File: src/rtl/mux4way_rr_arbiter_pkg.sv
// Shared definitions for the 4-way round-robin arbiter: state encoding,
// requester count and select width, and a one-hot to index helper.
package mux4way_rr_arbiter_pkg;

   localparam int unsigned REQ_N = 4;
   localparam int unsigned SEL_W = 2;

   typedef enum logic [0:0] {
      ST_IDLE  = 1'b0,
      ST_GRANT = 1'b1
   } arb_state_e;

   // Result of a round-robin scan: whether any requester was found, and which.
   typedef struct packed {
      logic             found;
      logic [SEL_W-1:0] idx;
   } rr_pick_t;

   // Index of the set bit of a one-hot vector; zero when the vector is empty.
   function automatic logic [SEL_W-1:0] onehot_to_idx(input logic [REQ_N-1:0] oh);
      logic [SEL_W-1:0] idx;
      idx = {SEL_W{1'b0}};
      for (int i = 0; i < REQ_N; i++) begin
         if (oh[i]) begin
            idx = SEL_W'(i);
         end
      end
      return idx;
   endfunction

endpackage

File: src/rtl/mux4way_rr_arbiter_if.sv
// Bus between the four producers and the arbiter: requests, per-requester
// data bits, and the grant/select/data results.
interface mux4way_rr_arbiter_if;
   import mux4way_rr_arbiter_pkg::*;

   logic [REQ_N-1:0] req;
   logic             inA;
   logic             inB;
   logic             inC;
   logic             inD;
   logic [REQ_N-1:0] grant;
   logic [SEL_W-1:0] select;
   logic             grantValid;
   logic             dataOut;

   // Producer side: raises requests and presents data, observes the grant.
   modport master (
      output req, inA, inB, inC, inD,
      input  grant, select, grantValid, dataOut
   );

   // Arbiter side.
   modport slave (
      input  req, inA, inB, inC, inD,
      output grant, select, grantValid, dataOut
   );

endinterface

File: src/rtl/mux4way_rr_arbiter_mux4way.sv
// Plain 1-bit 4-to-1 multiplexer shared by the arbiter's requesters.
module mux4way (
   output logic       out,
   input  logic [1:0] select,
   input  logic       inA,
   input  logic       inB,
   input  logic       inC,
   input  logic       inD
);

   // Route the selected input to the output.
   always_comb begin
      out = 1'b0;
      case (select)
         2'd0:    out = inA;
         2'd1:    out = inB;
         2'd2:    out = inC;
         2'd3:    out = inD;
         default: out = 1'b0;
      endcase
   end

endmodule

File: src/rtl/mux4way_rr_arbiter.sv
// Round-robin arbiter sharing one 1-bit Mux4way between four requesters.
// Grant, select and valid are registered; an owner holding the grant while
// others wait is forced off after MAX_HOLD consecutive cycles. The muxed bit
// is gated combinationally by grant validity.
module mux4way_rr_arbiter
   import mux4way_rr_arbiter_pkg::*;
#(
   parameter int unsigned MAX_HOLD = 4,
   parameter int unsigned HOLD_W   = 3
)
(
   input logic              clk,
   input logic              rst_n,
   mux4way_rr_arbiter_if.slave bus
);

   localparam logic [HOLD_W-1:0] HOLD_MAX = HOLD_W'(MAX_HOLD);
   localparam logic [HOLD_W-1:0] HOLD_ONE = HOLD_W'(1);

   // First set bit of reqs scanning upward from last+1 with wrap-around;
   // last itself is visited last.
   function automatic rr_pick_t rr_pick(input logic [REQ_N-1:0] reqs,
                                        input logic [SEL_W-1:0] last);
      rr_pick_t         res;
      logic [SEL_W-1:0] cand;
      res = '0;
      for (int k = 1; k <= REQ_N; k++) begin
         cand = last + SEL_W'(k);
         if (!res.found && reqs[cand]) begin
            res.found = 1'b1;
            res.idx   = cand;
         end
      end
      return res;
   endfunction

   arb_state_e        state_q;
   logic [REQ_N-1:0]  grant_q;
   logic [SEL_W-1:0]  select_q;
   logic              grant_valid_q;
   logic [HOLD_W-1:0] hold_cnt_q;
   logic [SEL_W-1:0]  last_winner_q;

   logic [SEL_W-1:0]  owner_idx_s;
   logic [REQ_N-1:0]  others_s;
   logic              owner_req_s;
   logic              hold_full_s;
   rr_pick_t          pick_any_s;
   rr_pick_t          pick_other_s;
   logic              mux_out_s;

   // Arbitration inputs: who owns, who else is waiting, and both scan results.
   always_comb begin
      owner_idx_s  = onehot_to_idx(grant_q);
      others_s     = bus.req & ~grant_q;
      owner_req_s  = |(bus.req & grant_q);
      hold_full_s  = (hold_cnt_q == HOLD_MAX);
      pick_any_s   = rr_pick(bus.req, last_winner_q);
      pick_other_s = rr_pick(others_s, owner_idx_s);
   end

   // Arbiter FSM with registered grant, select, valid and hold count.
   always_ff @(posedge clk or negedge rst_n) begin
      if (!rst_n) begin
         state_q       <= ST_IDLE;
         grant_q       <= 4'b0000;
         select_q      <= 2'b00;
         grant_valid_q <= 1'b0;
         hold_cnt_q    <= {HOLD_W{1'b0}};
         last_winner_q <= 2'b11;
      end else begin
         case (state_q)
            ST_IDLE: begin
               if (pick_any_s.found) begin
                  state_q       <= ST_GRANT;
                  grant_q       <= 4'b0001 << pick_any_s.idx;
                  select_q      <= pick_any_s.idx;
                  grant_valid_q <= 1'b1;
                  hold_cnt_q    <= HOLD_ONE;
                  last_winner_q <= pick_any_s.idx;
               end else begin
                  state_q       <= ST_IDLE;
                  grant_q       <= 4'b0000;
                  grant_valid_q <= 1'b0;
                  hold_cnt_q    <= {HOLD_W{1'b0}};
               end
            end
            ST_GRANT: begin
               if (pick_other_s.found && (!owner_req_s || hold_full_s)) begin
                  // Release or hold expiry with a contender: hand over with no bubble.
                  state_q       <= ST_GRANT;
                  grant_q       <= 4'b0001 << pick_other_s.idx;
                  select_q      <= pick_other_s.idx;
                  grant_valid_q <= 1'b1;
                  hold_cnt_q    <= HOLD_ONE;
                  last_winner_q <= pick_other_s.idx;
               end else if (!owner_req_s) begin
                  // Released with nobody waiting; select keeps its last value.
                  state_q       <= ST_IDLE;
                  grant_q       <= 4'b0000;
                  grant_valid_q <= 1'b0;
                  hold_cnt_q    <= {HOLD_W{1'b0}};
               end else if (!hold_full_s) begin
                  hold_cnt_q    <= hold_cnt_q + HOLD_ONE;
               end else begin
                  // Uncontended owner past its limit: keep grant, count saturates.
                  hold_cnt_q    <= HOLD_MAX;
               end
            end
            default: begin
               state_q       <= ST_IDLE;
               grant_q       <= 4'b0000;
               grant_valid_q <= 1'b0;
               hold_cnt_q    <= {HOLD_W{1'b0}};
            end
         endcase
      end
   end

   mux4way u_mux (
      .out    (mux_out_s),
      .select (select_q),
      .inA    (bus.inA),
      .inB    (bus.inB),
      .inC    (bus.inC),
      .inD    (bus.inD)
   );

   assign bus.grant      = grant_q;
   assign bus.select     = select_q;
   assign bus.grantValid = grant_valid_q;
   assign bus.dataOut    = mux_out_s & grant_valid_q;

endmodule

File: src/flat_wrapper.sv
// flat-port wrapper written by rule: the top's interface ports become plain ports
module mux4way_rr_arbiter_flat import mux4way_rr_arbiter_pkg::*;
#(
   parameter int unsigned MAX_HOLD = 4,
   parameter int unsigned HOLD_W   = 3
)
  (clk, rst_n, bus_req, bus_inA, bus_inB, bus_inC, bus_inD, bus_grant, bus_select, bus_grantValid, bus_dataOut);
  mux4way_rr_arbiter_if bus_i ();
  input logic clk;
  input logic rst_n;
  input wire logic [$bits(bus_i.req)-1:0] bus_req;
  input wire logic [$bits(bus_i.inA)-1:0] bus_inA;
  input wire logic [$bits(bus_i.inB)-1:0] bus_inB;
  input wire logic [$bits(bus_i.inC)-1:0] bus_inC;
  input wire logic [$bits(bus_i.inD)-1:0] bus_inD;
  output wire logic [$bits(bus_i.grant)-1:0] bus_grant;
  output wire logic [$bits(bus_i.select)-1:0] bus_select;
  output wire logic [$bits(bus_i.grantValid)-1:0] bus_grantValid;
  output wire logic [$bits(bus_i.dataOut)-1:0] bus_dataOut;
  assign bus_i.req = bus_req;
  assign bus_i.inA = bus_inA;
  assign bus_i.inB = bus_inB;
  assign bus_i.inC = bus_inC;
  assign bus_i.inD = bus_inD;
  assign bus_grant = bus_i.grant;
  assign bus_select = bus_i.select;
  assign bus_grantValid = bus_i.grantValid;
  assign bus_dataOut = bus_i.dataOut;
  mux4way_rr_arbiter #(.MAX_HOLD(MAX_HOLD), .HOLD_W(HOLD_W)) u_core (.clk(clk), .rst_n(rst_n), .bus(bus_i));
endmodule
File: config.mk
export PLATFORM = sky130hd
export DESIGN_NAME = mux4way_rr_arbiter_flat
export DESIGN_NICKNAME = d
export VERILOG_FILES = /design/src/rtl/mux4way_rr_arbiter_pkg.sv /design/src/rtl/mux4way_rr_arbiter_if.sv /design/src/rtl/mux4way_rr_arbiter_mux4way.sv /design/src/rtl/mux4way_rr_arbiter.sv /design/src/flat_wrapper.sv
export SDC_FILE = /design/constraint.sdc
export NUM_CORES = 1
export LEC_CHECK = 0
export ABC_AREA = 1
export CAP_MARGIN = 20
export CORE_MARGIN = 2
export CORE_UTILIZATION = 40
export CTS_CLUSTER_DIAMETER = 30
export CTS_CLUSTER_SIZE = 20
export DETAILED_ROUTE_END_ITERATION = 10
export PLACE_DENSITY_LB_ADDON = 0.15
export SETUP_SLACK_MARGIN = 0.4
export SLEW_MARGIN = 25
export SYNTH_ARGS = -nofsm -noshare
export SYNTH_HDL_FRONTEND = slang
export SYNTH_HIERARCHICAL = 1
export SYNTH_SLANG_ARGS = --single-unit
File: constraint.sdc
create_clock -name clk -period 2.2 [get_ports clk]
set_clock_uncertainty 0.15 [all_clocks]
set_input_delay 0.22 -clock clk [delete_from_list [all_inputs] [get_ports clk]]
set_output_delay 0.22 -clock clk [all_outputs]
set_load 0.05 [all_outputs]
# Yosys cells after proc, flatten, opt, wreduce, memory -nomap -nowiden
# Cells that the tools add are included.
# classes
addsub,7
n_lt_le_gt_ge,8
eq_ne,7
shifts,2
muxes,47
n_bitwise,5
reduce_logical,18
# ops
op,count
$mux W3,11
$lt A2 B3 Y1 const B,8
$bmux W1 S2,8
$mux W1,15
$mux W4,3
$add A2 B2 Y2 const B,4
$and A4 B4 Y4,2
$mux W2,4
$pmux W4 S2,1
$shl A1 B2 Y4 const A,2
$logic_and A1 B1 Y1,7
$logic_not A1 Y1,7
$pmux W3 S2,1
$add A2 B1 Y2 const B,2
$eq A2 B2 Y1 const B,2
$not A4 Y4,1
$pmux W1 S2,2
$pmux W1 S4,1
$pmux W2 S2,1
$reduce_or A4 Y1,1
$add A3 B1 Y3 const B,1
$eq A3 B3 Y1 const B,1
$ne A3 B3 Y1 const B,1
$eq A2 B1 Y1 const B,1
7 further kinds,7
# word_totals
reg_bits,13
in_bits,10
wordCells,100

# Longest topological paths before layout
# logic_depth
depth_word,19
depth_mapped,13
ltp_nobuf,13

# By module
# The synthesis kept the hierarchy.
# modules_own_cells
module,n_inst,cells_each,area_per_inst_um2
mux4way_rr_arbiter,1,186,1139.8
mux4way,1,13,51.3

# Least setup slack after synthesis
# OpenSTA, ideal clock, no wires.
# synth_timing
path_type,register -> register
startpoint,register u_core.grant_q[3] (netlist: u_core/bus.grant[3])
endpoint,register u_core.select_q[0] (netlist: u_core/bus.select[0])
arrival_ns,1.625
required_ns,1.931
slack_ns,0.305
path_stages_with_launch,12
n_path_buf,0
synth_period_minus_slack_ns,1.895
path_cell_list,dfrtp_1 -> inv_2 -> o21ai_1 -> inv_2 -> nand3_1 -> nand2_1 -> nor2_1 -> nand2_1 -> nand2_2 -> nor2_2 -> nor2_2 -> nand2_1
# synth_between
elab_chain_cells,17
# synth_rtl
element,line_no,source
from (decl),mux4way_rr_arbiter.sv:38,logic [REQ_N-1:0] grant_q;
from (signal assigned),mux4way_rr_arbiter.sv:76,grant_q <= 4'b0001 << pick_any_s.idx;
from (signal assigned),mux4way_rr_arbiter.sv:92,grant_q <= 4'b0001 << pick_other_s.idx;
$mux W2 / $not A4 Y4 (equally long branches),"mux4way_rr_arbiter_pkg.sv:24, mux4way_rr_arbiter.sv:55",
$add A2 B1 Y2 / $and A4 B4 Y4 (equally long branches),"mux4way_rr_arbiter.sv:28, mux4way_rr_arbiter.sv:55",
$bmux W1 S2,mux4way_rr_arbiter.sv:29,if (!res.found && reqs[cand]) begin
$mux W1 (not written as such),mux4way_rr_arbiter.sv:29,
$mux W3,mux4way_rr_arbiter.sv:29,
$logic_not A1 Y1,mux4way_rr_arbiter.sv:29,
$logic_and A1 B1 Y1,mux4way_rr_arbiter.sv:29,
$mux W3,mux4way_rr_arbiter.sv:29,
$logic_not A1 Y1,mux4way_rr_arbiter.sv:29,
$logic_and A1 B1 Y1,mux4way_rr_arbiter.sv:29,
$mux W3,mux4way_rr_arbiter.sv:29,
$logic_not A1 Y1,mux4way_rr_arbiter.sv:29,
$logic_and A1 B1 Y1,mux4way_rr_arbiter.sv:29,
$mux W3,mux4way_rr_arbiter.sv:29,
$logic_and A1 B1 Y1,mux4way_rr_arbiter.sv:89,if (pick_other_s.found && (!owner_req_s || hold_full_s)) begin
$ne A2 B2 Y1 (no line),--,
$reduce_and A2 Y1 (no line),--,
to (signal assigned),mux4way_rr_arbiter.sv:77,select_q <= pick_any_s.idx;
to (signal assigned),mux4way_rr_arbiter.sv:93,select_q <= pick_other_s.idx;
to (decl),mux4way_rr_arbiter.sv:39,logic [SEL_W-1:0] select_q;
# Several ways; a longest one is shown, not always the timed one. The select of a mux whose other input is x is not followed.
# A chain may end at the register's enable or synchronous reset.

# Worst setup path after layout
# layout_timing
startpoint,register u_core.last_winner_q[0]
endpoint,register u_core.grant_q[1] (netlist: u_core/bus.grant[1])
# layout_between
elab_chain_cells,16
# layout_rtl
element,line_no,source
from (decl),mux4way_rr_arbiter.sv:42,logic [SEL_W-1:0] last_winner_q;
from (signal assigned),mux4way_rr_arbiter.sv:80,last_winner_q <= pick_any_s.idx;
from (signal assigned),mux4way_rr_arbiter.sv:96,last_winner_q <= pick_other_s.idx;
$add A2 B1 Y2,mux4way_rr_arbiter.sv:28,cand = last + SEL_W'(k);
$bmux W1 S2,mux4way_rr_arbiter.sv:29,
$mux W1 (not written as such),mux4way_rr_arbiter.sv:29,
$mux W3,mux4way_rr_arbiter.sv:29,
$logic_not A1 Y1,mux4way_rr_arbiter.sv:29,
$logic_and A1 B1 Y1,mux4way_rr_arbiter.sv:29,
$mux W3,mux4way_rr_arbiter.sv:29,
$logic_not A1 Y1,mux4way_rr_arbiter.sv:29,
$logic_and A1 B1 Y1,mux4way_rr_arbiter.sv:29,
$mux W3,mux4way_rr_arbiter.sv:29,
$logic_not A1 Y1,mux4way_rr_arbiter.sv:29,
$logic_and A1 B1 Y1,mux4way_rr_arbiter.sv:29,
$mux W3 (*),mux4way_rr_arbiter.sv:29,
$shl A1 B2 Y4,mux4way_rr_arbiter.sv:76,
$mux W4 (*),mux4way_rr_arbiter.sv:74,if (pick_any_s.found) begin
$pmux W4 S2 (*),mux4way_rr_arbiter.sv:72,case (state_q)
# Mark *: on every way between the ends. The rest lies on a longest branch, timed or not. The select of a mux whose other input is x is not followed.

==> results.cfg <==
[synthesis]
synth_top_flop_cell = dfrtp_1
synth.ff_latch_count = 13
postSynthAreaPerCell_um2 = 5.99
syn-num-nets = 211
synth_top_area_share_pct = 26.5
ys_async_sr_fraction_pct = 100
synth.cells.most_frequent = nand2_1, nand3_1, inv_1
leading_post_synthesis_cells_by_cell_area = nand2_1, dfrtp_1, nand3_1
synthMostInstantiatedCell = nand2_1
synth_warn = 6
synthCells = 199
number_of_synthesized_flops_with_an_enable_pin = 0
synth_sequential_area_ratio_pct = 27.5
synth_top_cell_by_area = nand2_1
syn_area_um2 = 1190
unique_masters_post_synth = 22

[global_route]
grt_pass1_vias = 1304
grt-ovfl-total = 0
antenna_found_initial = 0
grt_util_all_layers_pct = 20.3
grt_first_pass_wirelength_mm = 5.47
grt_max_degree = 14

[clock_tree]
cts_sinks = 13
clock_tree.htree_level_count = 1
clkLatencyLatePin_ns = 0.27
clk_pin_slew_worst_paths_ns = 0.08
ctsHoldBuffers = 0
cts_tree = built
cts.root.buffer_cell = clkbuf_4
cts_buffer_depth = 2
numCtsBuffers = 3

[drt]
drt_iter0_drc = 82
pre_antenna_drt_iters = 4
routed_length_per_placed_instance_um = 13.3
met1_length_mm = 1.46
number_of_antenna_violating_nets_in_the_routed_design = 0
remaining_drc_errors = 0
vias_per_cell = 5.28
dr_wl_met2_mm = 1.78
wl_met3_um = 148
vias = 1378
finalWirelength_mm = 3.46
highest-signal-layer = met4

[sta]
maxSlewHeadroom_pct = 59.8
post-route-period-util_pct = 88.5
maxSlewViolCount = 0
final-hold-violation-count = 0
unrepaired_setup_endpoints_after_global_routing = true
finalCriticalPeriod_ns = 1.95
timing_worst_slew_pin_value_ns = 0.602
fmaxAchievable_ghz = 0.513
fin_setup_tns_ns = 0
finalSetupViolations = 0

[die]
fp.dieH_um = 58.6
fp.coreArea_um2 = 2780
dieWidth_um = 58.6
ioPinCount = 18
effective_utilization_at_floorplan_pct = 42.8
core.rowCount = 19
full_die_area_um2 = 3430

[run_status]
status = completed

[critical_path]
timing.critical_path.fanout_max = 6
worstPathCellList = buf_12 > nand2_4 > nand3_1 > nand2_2 > o21ai_1 > nand2_1 > nand2_1 > nand2_2 > nand2_1 > nand3_1
timing.critical_path.required_ns = 2.19
cpMostUsedCell = nand2_1
timing.rr.start = u_core/last_winner_q[0]
reg2reg_depth = 10
setup.reg_to_reg.worst_slack_ns = 0.25
critPathLaunchType = flip-flop
rr_endpoint = u_core/bus.grant[1]
max_stage_delay_ns = 0.62
critical_path.slowest_cell = dfstp_2
arrival_ns = 1.94
crit_path_end_kind = flip-flop
setup.worst_path.class = flip-flop to flip-flop

[placed_design]
dp.final_hpwl_mm = 2.36
place.port_buffers = 17
gp_congestion = 0.890

[finish]
syn_to_final_growth_pct = 45.2
final_nets = 243
drive_gt1_share_pct = 40.0
insertedDiodeCount = 0

[hold_path]
hold_class = input pin to asynchronous set/reset pin

[job]
cap_violations = 0
[layer usage]
layer / GRT usage, % / vias up
li1: - / 682
met1: 25.1 / 652
met2: 34.3 / 34
met3: 5.27 / 10
met4: 6.82 / 0
met5: 0 / -
[critical path, delay by kind of cell (launching register included)]
kind	cells	cell delay (ns)
DFF	1	0.62
and+or+nand+nor	8	0.71
buffers and inverters	1	0.15
AOI/OAI and AO/OA	1	0.19
[state kept, by name (all words and copies together), names as in the netlist]
signal	flops
u_core/bus.grant	4
u_core/hold_cnt_q	3
u_core/bus.select	2
u_core/last_winner_q	2
u_core/bus.grantValid	1
u_core/state_q	1
[worst max-delay path by stage]
| stage | start | cells past startpoint | slack (ns) | end |
|---|---|---|---|---|
| floorplan | u_core/bus.grant[0] | 10 | 0.46 | u_core/bus.select[0] |
| global placement | bus_req[0] | 12 | 0.18 | u_core/bus.select[0] |
| detailed placement | bus_req[0] | 12 | 0.13 | u_core/bus.select[0] |
| CTS | u_core/last_winner_q[0] | 13 | 0.37 | u_core/bus.grant[1] |
| global route | u_core/last_winner_q[0] | 10 | 0.17 | u_core/bus.grant[1] |
| finish | u_core/last_winner_q[0] | 10 | 0.25 | u_core/bus.grant[1] |
[area by class of cell]
| cell class | instances | area [µm²] |
|---|---|---|
| sequential | 13 | 332 |
| multi-input combinational | 156 | 938 |
| inverter | 29 | 121 |
| timing repair buffer | 28 | 273 |
| clock buffer | 4 | 26.3 |
| tap | 31 | 38.8 |
| fill | 266 | 1050 |
[logic make-up (layout without fill, tap and decap cells)]
| kind of cell | after synthesis | in the layout | synth area share (%) |
|---|---|---|---|
| DFF | 13 | 13 | 27.5 |
| buffers and inverters | 30 | 61 | 10.2 |
| AOI/OAI and AO/OA | 8 | 8 | 3.57 |
| adders and majority gates | 2 | 2 | 2.10 |
| and+or+nand+nor | 145 | 145 | 55.9 |
| xor gates and xnor gates | 1 | 1 | 0.735 |
[layout by cell type, fill, tap and decap left out, drive strengths merged]
cell type      Yosys  routed
a21oi              1       1
buf                1      12
clkbuf             0       4
clkdlybuf4s50      0       8
clkinv             2       1
dfrtp             11      11
dfstp              2       2
dlygate4sd2        0       7
dlymetal6s2s       0       1
ha                 2       2
inv               27      28
nand2             98      98
nand3             31      31
nand4              2       2
nor2              14      14
o21ai              6       6
o31ai              1       1
xnor2              1       1
[per-stage QoR]
step	cells	util [%]	hold WS, ns	area (µm²)	setup slack, ns
after floorplan	199	-	-0.226	1190	0.460
after global placement	247	50.7	0.359	1410	0.182
after detailed placement	247	50.7	0.360	1410	0.127
after CTS	256	55.3	0.183	1540	0.366
after global routing	261	62.2	0.219	1730	0.169
final	261	62.2	0.171	1730	0.253
[what timing repair did]
item / CTS / global route
buffers inserted: 5 / 5
resized for setup: 27 / 45
pin swaps: 15 / 22
endpoints found under the setup margin: 17 / 12
Power is not shown: default switching activity piles up to over one toggle a cycle in this logic, so the estimate is an artifact.
